[config.mk]
export PLATFORM = sky130hd
export DESIGN_NAME = pipe_stage_reg
export DESIGN_NICKNAME = d
export VERILOG_FILES = /design/src/rtl/pipe_pkg.sv /design/src/rtl/pipe_stage_reg_slot.sv /design/src/rtl/pipe_stage_reg.sv
export SDC_FILE = /design/constraint.sdc
export NUM_CORES = 1
export LEC_CHECK = 0
export ABC_AREA = 1
export BUFFER_PORTS_ARGS = -buffer_cell sky130_fd_sc_hd__buf_4
export CAP_MARGIN = 10
export CORE_MARGIN = 10
export CORE_UTILIZATION = 58
export DETAILED_ROUTE_END_ITERATION = 8
export GPL_TIMING_DRIVEN = 0
export PLACE_DENSITY = 0.93
export REMOVE_ABC_BUFFERS = 1
export SLEW_MARGIN = 30
export SYNTH_ARGS = -nofsm -noshare
export SYNTH_HDL_FRONTEND = slang
export SYNTH_SLANG_ARGS = --single-unit
export TNS_END_PERCENT = 1
[constraint.sdc]
create_clock -name clk -period 21.1 [get_ports clk]
set_input_delay 3.165 -clock clk [delete_from_list [all_inputs] [get_ports clk]]
set_output_delay 3.165 -clock clk [all_outputs]
set_load 0.005 [all_outputs]
[src/rtl/pipe_pkg.sv]
// Shared constants and helpers for the elastic pipeline stage register.
// Holds the MEM/WB bundle layout and the legal chaining depth limit.
package pipe_pkg;

   // Default payload: the MEM/WB bundle.
   localparam int ALU_W   = 32;
   localparam int RDATA_W = 32;
   localparam int RD_W    = 5;
   localparam int PC4_W   = 32;

   localparam int MEMWB_W = ALU_W + RDATA_W + RD_W + PC4_W;

   // Field offsets inside a packed MEM/WB payload word (LSB first).
   localparam int ALU_LSB   = 0;
   localparam int RDATA_LSB = ALU_LSB + ALU_W;
   localparam int RD_LSB    = RDATA_LSB + RDATA_W;
   localparam int PC4_LSB   = RD_LSB + RD_W;

   localparam int DEPTH_MAX = 4;

   // Same layout as the offsets above; the last member sits at bit 0.
   typedef struct packed {
      logic [PC4_W-1:0]   pc_plus4;
      logic [RD_W-1:0]    rd;
      logic [RDATA_W-1:0] read_data;
      logic [ALU_W-1:0]   alu_result;
   } memwb_t;

   function automatic logic [MEMWB_W-1:0] pack_memwb(
      input logic [ALU_W-1:0]   alu_result,
      input logic [RDATA_W-1:0] read_data,
      input logic [RD_W-1:0]    rd,
      input logic [PC4_W-1:0]   pc_plus4
   );
      memwb_t b;
      b.alu_result = alu_result;
      b.read_data  = read_data;
      b.rd         = rd;
      b.pc_plus4   = pc_plus4;
      return b;
   endfunction

   function automatic memwb_t unpack_memwb(
      input logic [MEMWB_W-1:0] word
   );
      return memwb_t'(word);
   endfunction

endpackage

[src/rtl/pipe_stage_reg_slot.sv]
// pipe_skid_slot: one two-entry skid slot (main + skid register).
// Ports: clk, reset, flush; up_valid/up_data/up_ready from the
// producer; dn_valid/dn_data/dn_ready to the consumer; had_valid is
// high while the slot holds any entry (main or skid).
module pipe_skid_slot
   import pipe_pkg::*;
#(
   parameter int WIDTH = MEMWB_W
) (
   input  logic             clk,
   input  logic             reset,
   input  logic             flush,
   input  logic             up_valid,
   input  logic [WIDTH-1:0] up_data,
   output logic             up_ready,
   output logic             dn_valid,
   output logic [WIDTH-1:0] dn_data,
   input  logic             dn_ready,
   output logic             had_valid
);

   logic             mv_q, mv_d;
   logic             sv_q, sv_d;
   logic [WIDTH-1:0] md_q, md_d;
   logic [WIDTH-1:0] sd_q, sd_d;
   logic             xfer_in;

   // Ready comes straight from a flop, so there is no combinational
   // path from dn_ready back to up_ready.
   assign up_ready  = !sv_q;
   assign dn_valid  = mv_q;
   assign dn_data   = md_q;
   assign had_valid = mv_q | sv_q;

   always_comb begin
      xfer_in = up_valid && !sv_q;
      mv_d    = mv_q;
      sv_d    = sv_q;
      md_d    = md_q;
      sd_d    = sd_q;
      if (flush) begin
         // Data registers keep their contents; only valids die.
         mv_d = 1'b0;
         sv_d = 1'b0;
      end else if (!mv_q || dn_ready) begin
         // Main is free (or drains this edge): refill from the skid
         // first so ordering holds; the producer is stalled while
         // the skid is full, so both cannot happen together.
         if (sv_q) begin
            md_d = sd_q;
            mv_d = 1'b1;
            sv_d = 1'b0;
         end else begin
            mv_d = xfer_in;
            if (xfer_in) begin
               md_d = up_data;
            end
         end
      end else if (xfer_in) begin
         // Main is stalled: park the late arrival in the skid.
         sd_d = up_data;
         sv_d = 1'b1;
      end
   end

   // State moves on the falling edge, like the other pipeline regs.
   always_ff @(negedge clk or posedge reset) begin
      if (reset) begin
         mv_q <= 1'b0;
         sv_q <= 1'b0;
         md_q <= '0;
         sd_q <= '0;
      end else begin
         mv_q <= mv_d;
         sv_q <= sv_d;
         md_q <= md_d;
         sd_q <= sd_d;
      end
   end

endmodule

[src/rtl/pipe_stage_reg.sv]
// pipe_stage_reg: DEPTH chained skid slots with flush and drop count.
// Ports: clk, reset, flush; in_valid/in_data/in_ready upstream;
// out_valid/out_data/out_ready downstream; drop_cnt (saturating).
module pipe_stage_reg
   import pipe_pkg::*;
#(
   parameter int WIDTH = MEMWB_W,
   parameter int DEPTH = 1,
   parameter int CNT_W = 16
) (
   input  logic             clk,
   input  logic             reset,
   input  logic             flush,
   input  logic             in_valid,
   input  logic [WIDTH-1:0] in_data,
   output logic             in_ready,
   output logic             out_valid,
   output logic [WIDTH-1:0] out_data,
   input  logic             out_ready,
   output logic [CNT_W-1:0] drop_cnt
);

   // Out-of-range depths are pinned to the legal 1..DEPTH_MAX window.
   localparam int D = (DEPTH < 1) ? 1 :
                      ((DEPTH > DEPTH_MAX) ? DEPTH_MAX : DEPTH);

   logic [D-1:0]     up_r;
   logic [D-1:0]     dn_v;
   logic [WIDTH-1:0] dn_d [D];
   logic [D-1:0]     had;

   for (genvar k = 0; k < D; k++) begin : g_slot
      logic             up_v;
      logic [WIDTH-1:0] up_d;
      logic             dn_r;

      if (k == 0) begin : g_head
         assign up_v = in_valid;
         assign up_d = in_data;
      end else begin : g_body
         assign up_v = dn_v[k-1];
         assign up_d = dn_d[k-1];
      end

      if (k == D - 1) begin : g_tail
         assign dn_r = out_ready;
      end else begin : g_link
         assign dn_r = up_r[k+1];
      end

      pipe_skid_slot #(
         .WIDTH (WIDTH)
      ) u_slot (
         .clk       (clk),
         .reset     (reset),
         .flush     (flush),
         .up_valid  (up_v),
         .up_data   (up_d),
         .up_ready  (up_r[k]),
         .dn_valid  (dn_v[k]),
         .dn_data   (dn_d[k]),
         .dn_ready  (dn_r),
         .had_valid (had[k])
      );
   end

   assign in_ready  = up_r[0];
   assign out_valid = dn_v[D-1];
   assign out_data  = dn_d[D-1];

   logic [CNT_W-1:0] cnt_q, cnt_d;
   logic             cnt_max;

   assign cnt_max  = (cnt_q == {CNT_W{1'b1}});
   assign drop_cnt = cnt_q;

   // One count per flush that actually killed something.
   always_comb begin
      cnt_d = cnt_q;
      if (flush && (|had) && !cnt_max) begin
         cnt_d = cnt_q + CNT_W'(1);
      end
   end

   always_ff @(negedge clk or posedge reset) begin
      if (reset) begin
         cnt_q <= '0;
      end else begin
         cnt_q <= cnt_d;
      end
   end

endmodule

Word-level counts from Yosys, hierarchy flattened

Cells that the tools add are included.

Reduce and logical (&&, ||, !) cells: 12
Multiplexer cells: 8
$add $sub $neg: 1
Bitwise gates (word level): 3
Equal/unequal tests: 1

Operators with widths:

| kind                    | count |
|---|---|
| $mux W101               | 2 |
| $add A16 B1 Y16 const B | 1 |
| $eq A16 B16 Y1 const B  | 1 |
| $mux W1                 | 6 |
| $reduce_and A3 Y1       | 2 |
| $reduce_bool A2 Y1      | 2 |
| $logic_and A1 B1 Y1     | 3 |
| $logic_not A1 Y1        | 3 |
| $reduce_bool A3 Y1      | 1 |
| $not A1 Y1              | 2 |
| $logic_or A1 B1 Y1      | 1 |
| $or A1 B1 Y1            | 1 |

Bits of input ports: 106
Logic and storage cells: 30
Register bits: 220
Output and inout bits: 119

Longest topological paths before layout

Word-level depth: 5
Gate-level depth with buffers: 10
Gate-level depth less buffers: 9

Modules after synthesis

A second synthesis with hierarchy kept.

Cell total of the unflattened synthesis: 1366
Area, all modules: 10278.6 um^2

By module, submodules not included:

| module         | seq. area each (um^2) | instances | area each (um^2) | cells each |
|---|---|---|---|---|
| pipe_skid_slot | 5104.9                | 1         | 9271.4           | 1220 |
| pipe_stage_reg | 400.4                 | 1         | 1007.2           | 146 |

==> key figures <==
Outcome
  • Status: finished, final reports clean

Worst setup path
  • Worst setup path class: reg -> out
  • Setup slack, reg-to-reg: between 15000 and 20000 ps
  • Worst flop-to-flop path startpoint: g_slot[0].u_slot.sv_q
  • FF-to-FF End: g_slot[0].u_slot.sd_q[88]
  • Worst EP required: 17940 ps
  • Worst-path maximum fanout: 103
  • Critical Path AT: 12550 ps
  • R2R cell count: 6
  • Crit end category: output pin
  • Crit start category: register

Hold path
  • Hold Crit Start: g_slot[0].u_slot.dn_data[2]
  • Hold EP: g_slot[0].u_slot.dn_data[2]
  • Hold Crit Class: reg -> reg
  • Hold Path Depth: 2

Job
  • Max cap viols: 0

Cells and area
  • Ant. Diodes: 0
  • Most common cell after layout, fill and taps aside: nand2_1
  • P&R area growth vs syn: 26.9%
  • Share of cells above drive strength 1: 0.224
  • Fill cells: 1120
  • Register area: 5510 um^2
  • Highest-count cells in the layout ignoring fill and taps: nand2_1 (463), buf_4 (224), dfrtn_1 (220)
  • Non-Filler Instances: 1573
  • Multi-input logic area: 3430 um^2
  • # nets final: 1445

Clock tree
  • # clock sinks: 220
  • Worst skew pair latency: 510 ps
  • Clock-pin slew on the worst setup and hold paths: around 40 ps
  • CTS tree: built
  • Post-CTS sizing: 0
  • CTS Buffer Depth: 3
  • Setup Fix Bufs, Post-CTS: 0
  • Cts-stage hold buffer count: 0
  • H-tree levels: 1
  • CTS buffer count: 24
  • CTS root buf: clkbuf_16

Placed design
  • Dpl hpwl: 17.4 mm
  • Buffers on Ports: 224
  • Gpl congestion: 0.828
  • Cells after DPL: around 1500
  • Place WS: 5610 ps

Routing
  • Avg WL per Cell: between 15 and 20 um
  • Antenna-violating nets left: 0
  • # DRC: 0
  • Routed via count: around 8300
  • Detailed router's first-iteration violation count: about 500
  • DRT Pass-1 Iters: 5
  • Routed Wire Length: ~26 mm
  • Via density: 5.27

Power and ir drop
  • PwrDens: a little under 100 nW/um^2
  • Leak Pwr: 6.86 nW
  • Sw Pwr: between 0.0003 and 0.0004 W
  • Pint: 0.000874 W
  • Clock group share of total power: 0.353
  • Sw Share: 0.273
  • Peak supply drop: 0.0000673 V
  • Combinational Power Share: 0.178
  • Reg power frac: 0.469

Timing
  • Worst slew pin tran: ~600 ps
  • Max Slew Vio Count: 0
  • Setup Skew: 7.11 ps
  • Slack of the critical path: 5390 ps
  • RSZ-0062 raised after global routing: no
  • Worst rel slew slack: 0.597
  • TNS Setup: 0 ps
  • # setup viols final: 0
  • Final count of hold timing violations: 0

Global routing
  • Largest net degree at the start of global routing: 104
  • GRT Total Usage: 0.227
  • Vias in the first global route: 8481
  • Gr ovfl total: 0
  • Initial antenna violation count: 0
  • Global-route wire length before repair: roughly 42 mm

Synthesis
  • Mapped Area: 9830 um^2
  • Synthesis-stage register bit count: 220
  • Yosys warns: 0
  • Post-synthesis cell type count: 22
  • Syn_area_per_cell: 8.59 um^2
  • Seq/Total Area, Yosys: 0.560
  • Post-Syn Instances: 1145

Die
  • Rows: 47
  • Initial core utilization: 0.593
  • Core area: 16600 um^2
  • Die height: 150 um
  • Die Wd: 150 um
  • Top Ports: 225
  • Die area: 22600 um^2
==> kinds of logic after synthesis <==
group,Yosys count,share of synthesized area
simple gates,515,0.211
flops,220,0.560
compound gates,210,0.134
buf+inv,197,0.0922
xor+xnor,2,0.00178
fa+ha+maj,1,0.00127
==> power by group through the flow <==
stage	Sequential (W)	Combinational (W)	Clock, W
floorplan	0.000560	0.000102	0
CTS	0.000563	0.000218	0.000429
finish	0.000564	0.000214	0.000424
detailed placement	0.000567	0.000215	0
global placement	0.000563	0.000201	0
global route	0.000574	0.000241	0.000446
==> flip-flops by register name (all words and copies together) (netlist names) <==
| register | count |
|---|---|
| g_slot.u_slot.dn_data | 101 |
| g_slot.u_slot.sv_q | 1 |
| g_slot.u_slot.dn_valid | 1 |
| g_slot.u_slot.sd_q | 101 |
| drop_cnt | 16 |
==> cell usage after synthesis <==
cell type | instances | area share
nand2_1 | 463 | 0.18
dfrtn_1 | 220 | 0.56
inv_1 | 123 | 0.047
o211ai_1 | 101 | 0.077
o21ai_1 | 96 | 0.049
buf_2 | 26 | 0.013
clkbuf_1 | 21 | 0.0080
buf_6 | 15 | 0.017
nor2_1 | 14 | 0.0053
nand4_1 | 11 | 0.0070
o21ai_0 | 9 | 0.0046
nand3_1 | 7 | 0.0036
buf_4 | 6 | 0.0046
inv_2 | 6 | 0.0023
nor2_4 | 6 | 0.0069
nand2_2 | 5 | 0.0032
nand3_2 | 5 | 0.0051
o21ai_2 | 4 | 0.0036
nor2_2 | 3 | 0.0019
xnor2_1 | 2 | 0.0018
ha_1 | 1 | 0.0013
nand2_4 | 1 | 0.0011
==> per-layer routing <==
layer | track usage | wire, um
met1 | 0.272 | 10200
met2 | 0.391 | 13000
met3 | 0.0648 | 2200
met4 | 0.0675 | 655
met5 | 0 | 0
==> worst max-delay path, stage by stage (launching register included) <==
cell and delay (ps):
dfrtn_1 440, inv_8 400, buf_16 380, buf_4 190
==> worst max path at each step <==
stage / startpoint / end / slack [ps]
after global placement: reset / g_slot[0].u_slot.dn_data[4] / -860
after floorplan: reset / drop_cnt[0] / 1570
after detailed placement: out_ready / g_slot[0].u_slot.sd_q[82] / 5610
final: g_slot[0].u_slot.sv_q / in_ready / 5390
after CTS: g_slot[0].u_slot.sv_q / in_ready / 5380
after global routing: g_slot[0].u_slot.sv_q / in_ready / 5270
==> cell type report <==
cell class	count	area share
Timing Repair Buffer	235	0.157
Tap cell	220	0.0221
Clock buffer	34	0.0569
Multi-Input combinational cell	728	0.275
Clock inverter	7	0.00732
Sequential cell	220	0.441
Inverter	129	0.0404
==> per-stage QoR <==
step	utilization	area, um^2	hold WS [ps]	power (W)
detailed placement	0.704	11700	427	0.000782
CTS	0.752	12500	430	0.00121
global route	0.752	12500	436	0.00126
floorplan	-	9410	414	0.000662
finish	0.752	12500	427	0.00120
global placement	0.686	11400	423	0.000763
Power figures use the tool's default switching activity.
